`config.mk`:
```
export PLATFORM = sky130hd
export DESIGN_NAME = motion_queue_flat
export DESIGN_NICKNAME = d
export VERILOG_FILES = /design/src/rtl/motion_pkg.sv /design/src/rtl/motion_queue_if.sv /design/src/rtl/seg_fifo.sv /design/src/rtl/motion_queue.sv /design/src/flat_wrapper.sv
export SDC_FILE = /design/constraint.sdc
export NUM_CORES = 1
export LEC_CHECK = 0
export ABC_CLOCK_PERIOD_IN_PS = 5100
export CAP_MARGIN = 20
export CORE_UTILIZATION = 41
export CTS_CLUSTER_SIZE = 25
export DETAILED_ROUTE_END_ITERATION = 6
export GPL_TIMING_DRIVEN = 0
export HOLD_SLACK_MARGIN = 0.12
export REMOVE_ABC_BUFFERS = 1
export SKIP_CTS_REPAIR_TIMING = 1
export SYNTH_ARGS = -nofsm -noshare
export SYNTH_HDL_FRONTEND = slang
export SYNTH_SLANG_ARGS = --single-unit
```
`constraint.sdc`:
```
create_clock -name clk -period 5.1 [get_ports clk]
set_input_delay 0.51 -clock clk [delete_from_list [all_inputs] [get_ports clk]]
set_output_delay 0.51 -clock clk [all_outputs]
set_load 0.02 [all_outputs]
```
`src/rtl/motion_pkg.sv`:
```
// Shared types and constants for the motion segment queue.
package motion_pkg;

  localparam int VEL_W            = 32;
  localparam int DUR_W            = 16;
  localparam int TICK_DIV_DEFAULT = 1000;

  typedef struct packed {
    logic signed [VEL_W-1:0] velocity;
    logic [DUR_W-1:0]        duration;
  } segment_t;

  typedef enum logic {
    IDLE = 1'b0,
    RUN  = 1'b1
  } state_t;

  // A zero-length segment still occupies one full tick.
  function automatic logic [DUR_W-1:0] load_duration(input logic [DUR_W-1:0] dur);
    return (dur == '0) ? DUR_W'(1) : dur;
  endfunction

endpackage

```
`src/rtl/motion_queue_if.sv`:
```
// Host-side segment write channel: velocity/duration with a valid/ready handshake.
interface motion_queue_if;
  import motion_pkg::*;

  logic signed [VEL_W-1:0] wr_velocity;
  logic [DUR_W-1:0]        wr_duration;
  logic                    wr_valid;
  logic                    wr_ready;

  modport master (
    output wr_velocity,
    output wr_duration,
    output wr_valid,
    input  wr_ready
  );

  modport slave (
    input  wr_velocity,
    input  wr_duration,
    input  wr_valid,
    output wr_ready
  );

endinterface

```
`src/rtl/seg_fifo.sv`:
```
// Synchronous segment FIFO with wrap-around pointers, flush and occupancy count.
module seg_fifo
  import motion_pkg::*;
#(
  parameter int  DEPTH = 16,
  localparam int AW    = $clog2(DEPTH)
) (
  input  logic     clk,
  input  logic     reset_n,
  input  logic     push,
  input  logic     pop,
  input  logic     flush,
  input  segment_t push_data,
  output segment_t head,
  output logic     full,
  output logic     empty,
  output logic [AW:0] level
);

  segment_t    mem [DEPTH];
  logic [AW:0] wr_ptr_reg;
  logic [AW:0] rd_ptr_reg;
  logic [AW:0] level_reg;
  logic        do_push;
  logic        do_pop;

  // Pointers carry one extra bit so full and empty differ when the indices match.
  assign full    = (wr_ptr_reg[AW] != rd_ptr_reg[AW]) &&
                   (wr_ptr_reg[AW-1:0] == rd_ptr_reg[AW-1:0]);
  assign empty   = (wr_ptr_reg == rd_ptr_reg);
  assign do_push = push && !full && !flush;
  assign do_pop  = pop && !empty && !flush;
  assign level   = level_reg;

  // Head is read combinationally so a pop and the next load share one edge.
  assign head = mem[rd_ptr_reg[AW-1:0]];

  always_ff @(posedge clk) begin
    if (do_push) begin
      mem[wr_ptr_reg[AW-1:0]] <= push_data;
    end
  end

  always_ff @(posedge clk or negedge reset_n) begin
    if (!reset_n) begin
      wr_ptr_reg <= '0;
      rd_ptr_reg <= '0;
      level_reg  <= '0;
    end else if (flush) begin
      wr_ptr_reg <= '0;
      rd_ptr_reg <= '0;
      level_reg  <= '0;
    end else begin
      if (do_push) begin
        wr_ptr_reg <= wr_ptr_reg + (AW+1)'(1);
      end
      if (do_pop) begin
        rd_ptr_reg <= rd_ptr_reg + (AW+1)'(1);
      end
      case ({do_push, do_pop})
        2'b10:   level_reg <= level_reg + (AW+1)'(1);
        2'b01:   level_reg <= level_reg - (AW+1)'(1);
        default: level_reg <= level_reg;
      endcase
    end
  end

endmodule

```
`src/rtl/motion_queue.sv`:
```
// Segment sequencer: holds each queued velocity for duration*TICK_DIV cycles, back to back.
module motion_queue
  import motion_pkg::*;
#(
  parameter int  DEPTH    = 16,
  parameter int  TICK_DIV = TICK_DIV_DEFAULT,
  localparam int LVL_W    = $clog2(DEPTH) + 1
) (
  input  logic                    clk,
  input  logic                    reset_n,
  motion_queue_if.slave           wr,
  input  logic                    start,
  input  logic                    abort,
  input  logic                    clear_underrun,
  output logic signed [VEL_W-1:0] velocity,
  output logic                    busy,
  output logic                    seg_done,
  output logic                    underrun,
  output logic [LVL_W-1:0]        level
);

  localparam int TICK_W = (TICK_DIV > 1) ? $clog2(TICK_DIV) : 1;
  localparam logic [TICK_W-1:0] TICK_LAST = TICK_W'(TICK_DIV - 1);

  state_t                  state_reg, state_next;
  logic [TICK_W-1:0]       tick_cnt_reg, tick_cnt_next;
  logic [DUR_W-1:0]        remaining_reg, remaining_next;
  logic signed [VEL_W-1:0] velocity_reg, velocity_next;
  logic                    busy_reg, busy_next;
  logic                    seg_done_reg, seg_done_next;
  logic                    underrun_reg, underrun_next;
  logic                    underrun_set;

  logic     fifo_pop;
  logic     fifo_flush;
  logic     fifo_full;
  logic     fifo_empty;
  segment_t fifo_head;
  segment_t push_data;

  assign push_data.velocity = wr.wr_velocity;
  assign push_data.duration = wr.wr_duration;
  assign wr.wr_ready        = !fifo_full;

  seg_fifo #(
    .DEPTH(DEPTH)
  ) u_fifo (
    .clk      (clk),
    .reset_n  (reset_n),
    .push     (wr.wr_valid),
    .pop      (fifo_pop),
    .flush    (fifo_flush),
    .push_data(push_data),
    .head     (fifo_head),
    .full     (fifo_full),
    .empty    (fifo_empty),
    .level    (level)
  );

  always_comb begin
    state_next     = state_reg;
    tick_cnt_next  = tick_cnt_reg;
    remaining_next = remaining_reg;
    velocity_next  = velocity_reg;
    busy_next      = busy_reg;
    seg_done_next  = 1'b0;
    underrun_set   = 1'b0;
    fifo_pop       = 1'b0;
    fifo_flush     = 1'b0;

    if (abort) begin
      fifo_flush     = 1'b1;
      state_next     = IDLE;
      tick_cnt_next  = '0;
      remaining_next = '0;
      velocity_next  = '0;
      busy_next      = 1'b0;
    end else begin
      case (state_reg)
        IDLE: begin
          if (start && !fifo_empty) begin
            fifo_pop       = 1'b1;
            velocity_next  = fifo_head.velocity;
            remaining_next = load_duration(fifo_head.duration);
            tick_cnt_next  = '0;
            busy_next      = 1'b1;
            state_next     = RUN;
          end
        end
        RUN: begin
          if (tick_cnt_reg == TICK_LAST) begin
            tick_cnt_next = '0;
            if (remaining_reg == DUR_W'(1)) begin
              seg_done_next = 1'b1;
              // Chain straight into the next segment so velocity never dips between them.
              if (!fifo_empty) begin
                fifo_pop       = 1'b1;
                velocity_next  = fifo_head.velocity;
                remaining_next = load_duration(fifo_head.duration);
              end else begin
                velocity_next  = '0;
                remaining_next = '0;
                busy_next      = 1'b0;
                underrun_set   = 1'b1;
                state_next     = IDLE;
              end
            end else begin
              remaining_next = remaining_reg - DUR_W'(1);
            end
          end else begin
            tick_cnt_next = tick_cnt_reg + TICK_W'(1);
          end
        end
        default: state_next = IDLE;
      endcase
    end

    // A fresh underrun wins over a simultaneous clear.
    underrun_next = underrun_set | (underrun_reg & ~clear_underrun);
  end

  always_ff @(posedge clk or negedge reset_n) begin
    if (!reset_n) begin
      state_reg     <= IDLE;
      tick_cnt_reg  <= '0;
      remaining_reg <= '0;
      velocity_reg  <= '0;
      busy_reg      <= 1'b0;
      seg_done_reg  <= 1'b0;
      underrun_reg  <= 1'b0;
    end else begin
      state_reg     <= state_next;
      tick_cnt_reg  <= tick_cnt_next;
      remaining_reg <= remaining_next;
      velocity_reg  <= velocity_next;
      busy_reg      <= busy_next;
      seg_done_reg  <= seg_done_next;
      underrun_reg  <= underrun_next;
    end
  end

  assign velocity = velocity_reg;
  assign busy     = busy_reg;
  assign seg_done = seg_done_reg;
  assign underrun = underrun_reg;

endmodule

```
`src/flat_wrapper.sv`:
```
// flat-port wrapper written by rule: the top's interface ports become plain ports
module motion_queue_flat import motion_pkg::*;
#(
  parameter int  DEPTH    = 16,
  parameter int  TICK_DIV = TICK_DIV_DEFAULT,
  localparam int LVL_W    = $clog2(DEPTH) + 1
)
  (clk, reset_n, start, abort, clear_underrun, velocity, busy, seg_done, underrun, level, wr_wr_velocity, wr_wr_duration, wr_wr_valid, wr_wr_ready);
  motion_queue_if wr_i ();
  input  logic clk;
  input  logic reset_n;
  input  logic start;
  input  logic abort;
  input  logic clear_underrun;
  output logic signed [VEL_W-1:0] velocity;
  output logic busy;
  output logic seg_done;
  output logic underrun;
  output logic [LVL_W-1:0] level;
  input wire logic [$bits(wr_i.wr_velocity)-1:0] wr_wr_velocity;
  input wire logic [$bits(wr_i.wr_duration)-1:0] wr_wr_duration;
  input wire logic [$bits(wr_i.wr_valid)-1:0] wr_wr_valid;
  output wire logic [$bits(wr_i.wr_ready)-1:0] wr_wr_ready;
  assign wr_i.wr_velocity = wr_wr_velocity;
  assign wr_i.wr_duration = wr_wr_duration;
  assign wr_i.wr_valid = wr_wr_valid;
  assign wr_wr_ready = wr_i.wr_ready;
  motion_queue #(.DEPTH(DEPTH), .TICK_DIV(TICK_DIV)) u_core (.clk(clk), .reset_n(reset_n), .wr(wr_i), .start(start), .abort(abort), .clear_underrun(clear_underrun), .velocity(velocity), .busy(busy), .seg_done(seg_done), .underrun(underrun), .level(level));
endmodule
```
==> qor.txt <==
grt met2 use = 0.310
register area share after synthesis = 0.758
Die Y = 286 um
vias in the first global route = 16900
dpl hpwl = 45.8 mm
Final min period = 4470 ps
top_reg_cell synth = edfxtp_1
Post-Syn Instances = 1620
PwrDens = 410 nW/um^2
antenna fix cells = 0
max-cap viol count = 0
Worst Skew = 23.4 ps
worst rel slew slack = 0.328
gr busiest metal = met2
Die W = 286 um
Post-Place Cells = 2753
Syn. warnings = 0
initial antenna violation count = 5
Crit Path Class = flip-flop to flip-flop
Via Count = 16300
CTS HTree Levels = 3
Yosys reg bits = 845
main area contributors after synthesis = edfxtp_1, mux4_2, dfrtp_1
leakage = 0.0125 uW
post-synth top area share = 0.699
Synth Cell Area = 33000 sq um
Critical Path End Type = flip-flop
Initial DRT Pass Iterations = 5
count of cell types in the netlist = 61
PortBufs = 94
unrepaired setup endpoints after global routing = no
max reg flops = 768
first-pass GRT wire length = 112 mm
fin nets = 1861
post-DR wirelength/cell = 25.8 um
Crit path arrival time = 5000 ps
final cycle utilization of the critical path = 0.877
worst-margin pin slew = 1000 ps
Hold Crit Class = input pin to asynchronous set/reset pin
Clock Tree Root = clkbuf_16
RePlAce Congestion = 0.796
number of synthesized flops with an enable pin = 768
final core occ = 0.494
Post-Place Worst Slack = 501 ps
fmax = 224 MHz
total power = 16000 uW
CP required = 5630 ps
deepest clock path buffer count = 3
I/O pin count = 95
CTS tree = yes
GRT Overall Usage = 0.188
Yosys top cell by area = edfxtp_1
final setup fails = 0
run status = complete, no violations
Post-Layout Cell Count = 2916
Area Overhead vs Synth = 18.6%
fraction of layout cells with a size suffix above 1 = 0.226
WL final = 75.3 mm
DIE AREA = 81600 sq um
Rows = 103
Worst VDD drop = 0.000262 V
DRC violation count after routing = 0
CTS clk-pin slew, worst paths = 60 ps
Slew Limit Fails = 0
CP startpoint kind = flip-flop
Avg Inst Size Synth = 20.4 sq um
final hold viol count = 0
number of DRC markers in iteration 0 = 1276
GR Overflow Total = 0
most frequent cells after synthesis = edfxtp_1, mux4_2, mux2i_1
initial core utilization = 0.416
Worst-Skew Late Latency = 630 ps
setup ws final = 627 ps
CORE AREA = 79300 sq um
pin count of the biggest net entering global routing = 58
M3 GR Usage = 0.0308
post-route ant nets = 0
Synth async-reset ratio = 0.0911
Vias/cell = 5.60
GRT met1 Usage = 0.262
count leader, synth = edfxtp_1
critical-path maximum fanout = 44
Num Clock Sinks = 845
cts bufs inserted = 88
[layout by cell type, fill, tap and decap left out, drive strengths merged, types with 25 or more instances in the layout]
master	count
edfxtp	768
mux4	170
clkbuf	114
clkdlybuf4s50	93
mux2i	87
dfrtp	77
buf	76
nand2	60
nor2	50
o21ai	48
clkinv	36
a221oi	32
a22o	25
[kinds of logic (layout without fill, tap and decap cells)]
group           Yosys count  count (layout)  share of synthesized area
compound gates          185             185                     0.0404
xor+xnor                 23              23                    0.00611
fa+ha+maj                13              13                    0.00516
buf+inv                 100             346                     0.0154
flops                   845             845                      0.758
mux                     271             271                      0.147
simple gates            183             183                     0.0277
[critical path, cell delays in order (launching register included)]
cell	delay (ps)
dfrtp_4	740
buf_16	330
xor2_1	110
nor4_1	530
and2_1	400
a21oi_4	110
nand2b_4	250
clkinv_8	240
ha_1	340
inv_1	130
fa_1	230
inv_1	50
a21o_1	150
a21oi_1	180
xnor2_1	90
or3_1	310
a21oi_1	140
[layer usage]
layer  up-vias  share of wire
met2       445           0.50
met5         -        0.00053
met1      8699           0.43
met4         8          0.020
li1       7062              -
met3       111          0.051
[per-stage QoR]
stage	TNS, ps	instance area [sq um]	hold slack (ps)
final	0	39100	432
after global routing	0	39100	459
after global placement	-	34800	478
after floorplan	-5710350	32500	214
after detailed placement	0	36200	475
after CTS	0	39100	-129
[worst paths after layout]
kind / startpoint / endpoint / slack [ps] / cells after the start
setup / recovery: u_core.u_fifo.rd_ptr_reg[2] / u_core.u_fifo.level[4] / 630 / 16
hold / removal: reset_n / u_core.u_fifo.level[1] / 430 / 2
setup reg to reg: u_core.u_fifo.rd_ptr_reg[2] / u_core.u_fifo.level[4] / 630 / 16
hold reg to reg: u_core.velocity[23] / u_core.velocity[23] / 480 / 2
max in group asynchronous: reset_n / u_core.u_fifo.rd_ptr_reg[2] / 3950 / 3
min in group clk: u_core.velocity[23] / u_core.velocity[23] / 480 / 2
[layout make-up]
class	count	area (sq um)
sequential	845	25000
inverter	14	65.1
timing repair buffer	170	2240
clock buffer	114	2360
clock inverter	48	536
fill	6344	40100
tap	1050	1310
multi-input combinational	675	7600
[power by group]
group | switching, uW | leakage (uW) | internal (uW)
logic | 919 | 0.00308 | 908
registers | 126 | 0.00797 | 7680
clock network | 2610 | 0.00143 | 3790
No activity file was read; power rests on OpenSTA's default activity.
==> RTL change: new RTL, same settings <==
Put a register stage on the output `level`, cleared by the reset. The value now appears one clock later. The other outputs are not delayed to match.
--- a/src/rtl/motion_queue.sv
+++ b/src/rtl/motion_queue.sv
@@ -23,2 +23,4 @@
   localparam logic [TICK_W-1:0] TICK_LAST = TICK_W'(TICK_DIV - 1);
+
+  logic [LVL_W-1:0] level_d;
 
@@ -56,3 +58,3 @@
     .empty    (fifo_empty),
-    .level    (level)
+    .level    (level_d)
   );
@@ -146,2 +148,10 @@
 
+  always_ff @(posedge clk or negedge reset_n) begin
+    if (!reset_n) begin
+      level <= '0;
+    end else begin
+      level <= level_d;
+    end
+  end
+
 endmodule
Behaviour: not the same (Yosys sat finds a counterexample within 4 cycles, from zero or initial values and one cycle with reset_n low).
==> RTL change against the original RTL <==
Synthesized area is 0.71% higher. Sequential cell count is 5 higher. Routed wire length is 0.31% higher. Design area is 0.67% higher. Worst setup slack better by 0.15 ns. Synthesized cell count is 1.6% higher. Cell count is 0.75% higher. Critical endpoint unchanged. Worst hold slack worse by 0.040 ns. Largest power group unchanged. Total power is 1.3% lower. Non-clock buffer count is 1 lower.
==> RTL change: results (changes against the original RTL) <==
| Metric | Value |
|---|---|
| Drt wl/cell | 25.7 um (-0.44%) |
| Data arrival time of the worst path | 4.85 ns (-0.15 ns) |
| Fin nets | 1883 (+1.2%) |
| Seq power | 7.83 mW (about the same) |
| Filler cells | 6256 (-1.4%) |
| Clock slew at reported path FFs | 0.06 ns (about the same) |
| Synth top area cells | edfxtp_1 (69%), mux4_2 (11%), dfrtp_1 (6.2%), mux2i_1 (3.2%), a221oi_1 (1.4%) |
| Slew @ Worst Pin | 0.887 ns (-0.117 ns) |
| Total track usage | 0.187 (-0.00147) |
| Initial antenna violation count | 4 (-1) |
| Layout Skew | 0.0241 ns (+0.000615 ns) |
| Top-area cell type share of the netlist area | 0.694 (-0.00495) |
| Async S/R FF share, synth | 0.0965 (+0.00535) |
| Reg2reg start | u_core.u_fifo.rd_ptr_reg[0] |
| Overall Power | 15.8 mW (-1.3%) |
| Vias per inst | 5.60 (+0.11%) |
| Post-synth cell types | 62 (+1.6%) |
| Synth top cells by count | edfxtp_1 (768), mux4_2 (161), mux2i_1 (106) |
| Slowest stage delay, CP | 0.83 ns (+0.09 ns) |
| Vias in the first global route | 16984 (+0.49%) |
| DP Wirelength | 45800 um (about the same) |
| HP Class | flop to flop |
| Largest net degree at the start of global routing | 54 (-6.9%) |
| Share of cells above drive strength 1 | 0.215 (-0.0111) |
| GP Congestion | 0.831 (+4.4%) |
| Status | completed |
| Comb power frac | 0.102 (-0.012) |
| Reg2reg setup slack | 0.78 ns (+0.15 ns) |
| Seq/Total Area, Yosys | 0.756 (-0.00160) |
| Leak | 12.6 nW (+1.1%) |
RTL change: cell types whose count changed in the layout (fill, tap and decap cells not counted), sizes merged, moves of 11 or more:
cell | before | now
a221oi | 32 | 52
mux2i | 87 | 106
a22o | 25 | 37
clkbuf | 114 | 102
nor2b | 15 | 3
o221ai | 12 | 0
a22oi | 16 | 27
o22ai | 11 | 0
RTL change: cell families after synthesis:
| family | after synthesis | share of synthesized area |
|---|---|---|
| simple gates | 172 | 0.0255 |
| flops | 850 | 0.756 |
| xor+xnor | 19 | 0.00501 |
| fa+ha+maj | 13 | 0.00512 |
| mux | 271 | 0.143 |
| buf+inv | 107 | 0.0185 |
| compound gates | 214 | 0.0471 |
RTL change: metal layers:
layer / vias to the layer above / share of wire / GRT usage
li1: 7142 / - / -
met4: 6 / 0.020 / 0.0520
met5: - / 0.00046 / 0
met1: 8695 / 0.43 / 0.261
met2: 523 / 0.49 / 0.302
met3: 101 / 0.060 / 0.0316
RTL change: area by class of cell:
| type | count | area (um^2) | area share |
|---|---|---|---|
| Clock inverter | 60 | 588 | 0.0149 |
| Sequential cell | 850 | 25100 | 0.638 |
| Clock buffer | 102 | 2300 | 0.0583 |
| Inverter | 18 | 68.8 | 0.00175 |
| Timing Repair Buffer | 169 | 2380 | 0.0603 |
| Multi-Input combinational cell | 689 | 7610 | 0.193 |
| Tap cell | 1050 | 1310 | 0.0334 |
RTL change: stage by stage:
step	cell area (um^2)	setup TNS (ns)	cells	setup slack, ns	hold slack [ns]
after global placement	34900	-	2701	-16.98	0.377
after CTS	39400	-0.0764	2936	-0.0764	-0.0876
after global routing	39400	0	2938	0.410	0.421
after floorplan	32700	-5927.48	1557	-8.26	0.214
after detailed placement	36500	-0.0450	2774	-0.0450	0.393
final	39400	0	2938	0.782	0.392
